--- config.mk ---
export PLATFORM = sky130hd
export DESIGN_NAME = int_dispatch
export DESIGN_NICKNAME = d
export VERILOG_FILES = /design/src/rtl/int_dispatch.sv
export SDC_FILE = /design/constraint.sdc
export NUM_CORES = 1
export LEC_CHECK = 0
export ABC_CLOCK_PERIOD_IN_PS = 2600
export CAP_MARGIN = 10
export CORE_UTILIZATION = 52
export CTS_CLUSTER_DIAMETER = 200
export DETAILED_ROUTE_END_ITERATION = 7
export PLACE_DENSITY = 0.78
export SLEW_MARGIN = 20
export SYNTH_ARGS = -nofsm -noshare
export SYNTH_HDL_FRONTEND = slang
export SYNTH_SLANG_ARGS = --single-unit
--- constraint.sdc ---
create_clock -name clk -period 2.6 [get_ports clk]
set_input_delay 0.26 -clock clk [delete_from_list [all_inputs] [get_ports clk]]
set_output_delay 0.26 -clock clk [all_outputs]
set_load 0.005 [all_outputs]
--- src/rtl/int_dispatch.sv ---
// int_dispatch
//   Sits downstream of the interrupt controller. Every id the controller
//   announces with `available` is pushed into a small FIFO and offered to the
//   CPU as an interrupt request with a handler vector. One interrupt is in
//   service at a time: request -> ack -> service -> eoi.
//
// Handshakes (single place where they are described):
//   controller side: `available` is a one-cycle strobe qualifying `dev_id`.
//     `ic_enable` is the controller's enable; it drops for one cycle after
//     every sampled `available` (re-arm) and stays low while the FIFO is full.
//   CPU side: `irq` is held with a stable `vector` until either `ack` is
//     sampled (the id is consumed and the block enters service) or `int_en`
//     is withdrawn (the id stays queued and is re-requested later). `ack` wins
//     over a simultaneous withdrawal. `eoi` ends service. `ack` outside a
//     request and `eoi` outside service are ignored.
//
// Ports
//   clk, rst       clock, asynchronous active-high reset
//   dev_id         id from the controller, qualified by available
//   available      one-cycle capture strobe
//   ic_enable      enable back to the controller (registered)
//   int_en         CPU global interrupt enable
//   irq, vector    interrupt request and handler address (registered)
//   ack, eoi       CPU accept / end-of-interrupt pulses
//   busy           an interrupt is in service
//   queue_count    number of queued ids
//   overflow       sticky: an id was dropped because the queue was full

module int_dispatch #(
  parameter int                    DEV_ID_SIZE = 8,
  parameter int                    ADDR_SIZE   = 16,
  parameter logic [ADDR_SIZE-1:0]  VEC_BASE    = 16'h0100,
  parameter int                    VEC_SHIFT   = 1,
  parameter int                    QUEUE_DEPTH = 4
) (
  input  logic                          clk,
  input  logic                          rst,
  input  logic [DEV_ID_SIZE-1:0]        dev_id,
  input  logic                          available,
  output logic                          ic_enable,
  input  logic                          int_en,
  output logic                          irq,
  output logic [ADDR_SIZE-1:0]          vector,
  input  logic                          ack,
  input  logic                          eoi,
  output logic                          busy,
  output logic [$clog2(QUEUE_DEPTH):0]  queue_count,
  output logic                          overflow
);

  localparam int PW = $clog2(QUEUE_DEPTH);
  localparam int CW = PW + 1;
  localparam logic [CW-1:0] DEPTH_C = CW'(QUEUE_DEPTH);

  typedef enum logic [1:0] {
    S_IDLE    = 2'd0,
    S_REQUEST = 2'd1,
    S_SERVICE = 2'd2
  } state_t;

  state_t state, state_next;

  // pending-id FIFO
  logic [DEV_ID_SIZE-1:0] mem [QUEUE_DEPTH];
  logic [PW-1:0]          wr_ptr, rd_ptr;
  logic [CW-1:0]          count, count_next;
  logic                   full, empty;
  logic                   push, pop, drop;
  logic [DEV_ID_SIZE-1:0] head;
  logic [ADDR_SIZE-1:0]   head_vector;

  logic                   irq_next, busy_next;
  logic [ADDR_SIZE-1:0]   vector_next;
  logic                   ic_enable_next;

  assign full  = (count == DEPTH_C);
  assign empty = (count == '0);
  assign head  = mem[rd_ptr];

  // The head is only consumed when the CPU accepts the request.
  assign pop  = (state == S_REQUEST) && ack;
  // A push into a full queue is legal when the same edge pops.
  assign push = available && (!full || pop);
  assign drop = available && full && !pop;

  // Zero-extend the id, scale by the table stride, wrap to ADDR_SIZE.
  assign head_vector = VEC_BASE + (ADDR_SIZE'(head) << VEC_SHIFT);

  always_comb begin
    count_next = count;
    case ({push, pop})
      2'b10:   count_next = count + CW'(1);
      2'b01:   count_next = count - CW'(1);
      default: count_next = count;
    endcase
  end

  // Re-arm pulse after any sampled strobe; hold low while the queue is full.
  assign ic_enable_next = !available && (count_next != DEPTH_C);

  always_comb begin
    state_next  = state;
    irq_next    = irq;
    busy_next   = busy;
    vector_next = vector;
    case (state)
      S_IDLE: begin
        if (!empty && int_en) begin
          irq_next    = 1'b1;
          vector_next = head_vector;
          state_next  = S_REQUEST;
        end
      end
      S_REQUEST: begin
        if (ack) begin
          irq_next   = 1'b0;
          busy_next  = 1'b1;
          state_next = S_SERVICE;
        end else if (!int_en) begin
          irq_next   = 1'b0;
          state_next = S_IDLE;
        end
      end
      S_SERVICE: begin
        if (eoi) begin
          busy_next  = 1'b0;
          state_next = S_IDLE;
        end
      end
      default: begin
        irq_next   = 1'b0;
        busy_next  = 1'b0;
        state_next = S_IDLE;
      end
    endcase
  end

  always_ff @(posedge clk or posedge rst) begin
    if (rst) begin
      state     <= S_IDLE;
      irq       <= 1'b0;
      busy      <= 1'b0;
      vector    <= '0;
      ic_enable <= 1'b0;
      overflow  <= 1'b0;
      count     <= '0;
      wr_ptr    <= '0;
      rd_ptr    <= '0;
    end else begin
      state     <= state_next;
      irq       <= irq_next;
      busy      <= busy_next;
      vector    <= vector_next;
      ic_enable <= ic_enable_next;
      count     <= count_next;
      if (drop) overflow <= 1'b1;
      if (push) wr_ptr <= wr_ptr + PW'(1);
      if (pop)  rd_ptr <= rd_ptr + PW'(1);
    end
  end

  // Storage needs no reset: the pointers define which entries are live.
  always_ff @(posedge clk) begin
    if (push) mem[wr_ptr] <= dev_id;
  end

  assign queue_count = count;

endmodule

==> impl_metrics.yaml <==
min_path:
  min_path_type: "primary input to asynchronous set/reset pin"
critical_path:
  cp-startpoint: "state[1]"
  crit_type: "flip-flop to flip-flop"
  endpoint_kind: "flip-flop"
  critical_path.max_stage_delay_ps: 450
  rr_worst_depth: 8
  crit_end: "ic_enable"
  regToRegStartpoint: "state[1]"
  critPathRequiredTime_ps: 2800
  cp_cell_sequence: "nand3b_2, a31oi_4, inv_1, ha_1, inv_1, fa_1, nor3b_1, a211oi_1"
  cp_max_fo: 6
  critPathArrivalTime_ps: 2490
  crit_slowest_cell: "dfrtp_1"
  rrSetupSlack_ps: 310
  reg2reg_to: "ic_enable"
  start_kind: "flip-flop"
  crit_top_cell: "inv_1"
clock_network:
  clock-sinks: 54
  cts_tree: "yes"
  clk_latency_ps: 300
  htree_levels: 2
  hold_buffers: 0
  numCtsBuffers: 5
  cts_resized: 0
  cts_setup_buffers: 0
  path_clk_slew_ps: 100
  cts-root-buf: "clkbuf_8"
  clockBufferDepth: 2
floorplanning:
  boundaryPins: 37
  fp.dieH_um: 68.10
  start_util_pct: 55.60
  fp.coreArea_mm2: 0.004086
  die_area_mm2: 0.004638
  num_rows: 23
  fp.dieW_um: 68.10
logic_synthesis:
  yosys.area_share.simple_pct: 5.452
  synth_top_area_share_pct: 42.29
  yosys_warnings: 0
  synth_cells: 137
  muxShareOfSynthArea_pct: 13.00
  syn_area_per_cell_um2: 16.59
  synthDistinctLibCells: 35
  synth_fa_ha_area_share_pct: 3.634
  synth_largest_area_cell: "edfxtp_1"
  synth_xor_area_share_pct: 2.698
  synthTopCellsByArea: "edfxtp_1 (42%), dfrtp_1 (24%), mux4_2 (7.9%)"
  synth_seq_cells: 54
  synth_top_family_by_area: "multiplexers"
  yosysSeqAreaShare_pct: 66.52
  synth_compound_area_share_pct: 3.524
  netlist_area_mm2: 0.002272
final_layout:
  nFillCells: 298
  multi_input_comb_area_um2: 669.4
  syn_to_final_growth_pct: 17.46
  drive_above_1_share_pct: 16.96
  num_antenna_cells: 0
  final_common_cell: "edfxtp_1"
  layout_common_cells: "edfxtp_1 (32), clkdlybuf4s50_1 (29), dfrtp_1 (22)"
  seq_area_mm2: 0.001511
  final_nets: 190
status:
  status: "complete, no violations"
timing:
  slew_violations: 0
  timing.fmax_mhz: 437.4
  relSlewSlack_pct: 43.57
  setup_tns_ps: 0
  skew_ps: 5.631
  tightest_slew_ps: 845.6
  rsz0062_at_grt: "false"
  setup_ws_ps: 313.6
  hold_violations: 0
  post-route-period-util_pct: 87.94
  setup_violations: 0
  fin_crit_ps: 2286
power:
  vdd_drop_max_uv: 507.2
  powerDensity_mw_per_mm2: 1096
  power.leakage_nw: 1.031
global_route:
  top_usage_layer: "met2"
  antenna_found_initial: 0
  use_met3_pct: 3.500
  grt_first_pass_wirelength_um: 6216
  overflow: 0
  grt_use_met2_pct: 35.54
  track_usage_pct: 19.66
  gr-usage-met1_pct: 22.90
  grt_max_degree: 23
  grt_pass1_vias: 1239
detailed_routing:
  num_vias: 1173
  drtPass1Iterations: 4
  wl_um: 3805
  wl_per_cell_um: 17.22
  drt_iter0_drc: 66
  drc: 0
  ant_nets: 0
  viasPerCell: 5.308
placed_design:
  dpl_worst_slack_ps: 93.79
  io_buffers: 29
  gp_congestion: 0.7542
run:
  max-cap-violations: 0
[state kept, by name, indices dropped and copies added, names as in the netlist]
register,flops
vector,9
ic_enable,1
wr_ptr,2
busy,1
rd_ptr,2
overflow,1
mem,32
queue_count,3
irq,1
state,2
[cells in the mapped netlist]
cell type   n
and2_1      4
nor2_1      3
nor3b_2     1
buf_4       7
nand3b_2    1
xnor2_1     5
nand3_1     1
fa_1        1
o22ai_1     1
conb_1      1
o21ai_0     1
mux2_4      1
nor2b_1     1
a21oi_1     3
mux2i_1     1
a31oi_4     1
buf_2       1
clkbuf_1    1
nand2_4     1
nor3b_1     1
ha_1        5
edfxtp_1   32
dfrtp_1    22
a32oi_1     1
or3_1       1
nand2_1     5
a41o_1      1
a211oi_1    1
mux2_2      8
inv_1      11
and4_1      1
mux4_2      8
xor2_1      2
buf_6       1
a31oi_1     1
[critical path, delay by kind of cell, from the launching register on]
family | cells | cell delay (ps)
flops | 1 | 450
buf+inv | 2 | 140
compound gates | 2 | 470
fa+ha+maj | 2 | 650
simple gates | 2 | 490
[stage by stage]
| stage | hold slack [ps] | total power (W) | instance area (µm²) | instances | util, % |
|---|---|---|---|---|---|
| final | 443.7 | 0.002924 | 2669 | 221 | 65.31 |
| after global routing | 501.1 | 0.003121 | 2669 | 221 | 65.31 |
| after global placement | 468.6 | 0.002416 | 2582 | 213 | 63.20 |
| after floorplan | 249.2 | 0.002066 | 2295 | 143 | - |
| after CTS | 475.5 | 0.002963 | 2669 | 221 | 65.31 |
| after detailed placement | 455.8 | 0.002511 | 2582 | 213 | 63.20 |
[per-layer routing]
layer | share of wire, % | up-vias | routed length (µm)
li1 | - | 547 | -
met1 | 40 | 599 | 1507
met2 | 57 | 23 | 2176
met3 | 2.2 | 4 | 84
met4 | 0.95 | 0 | 36
met5 | 0 | - | 0
[cells by family after synthesis]
group / after synthesis
other: 1
multiplexers: 18
buffers and inverters: 21
AO/OA/AOI/OAI: 10
AND/OR/NAND/NOR: 20
adder cells (fa/ha/maj): 6
XOR/XNOR: 7
flip-flops: 54
[report_power, final]
part	internal, W	total, W	switching, W
combinational	0.000625	0.00104	0.000418
clock	0.000193	0.000457	0.000264
sequential	0.00119	0.00142	0.000230
total	0.00201	0.00292	0.000913
[final cells by class]
cell class              instances  share of cell area (%)
flip-flops and latches         54                   56.63
multi-input cells              68                   25.08
repair buffers                 30                   11.16
clock buffers                   6                   2.719
well taps                      50                   2.344
inverters                      11                   1.547
clock inverters                 2                  0.5157
[how the worst min path moves through the flow]
stage,endpoint,slack (ps),cells after the start
after global placement,overflow,470,1
after global routing,overflow,500,1
final,vector[1],440,2
after CTS,vector[7],480,2
after detailed placement,overflow,460,1
after floorplan,busy,250,1
Note: power is estimated with default switching activity, not from simulation.
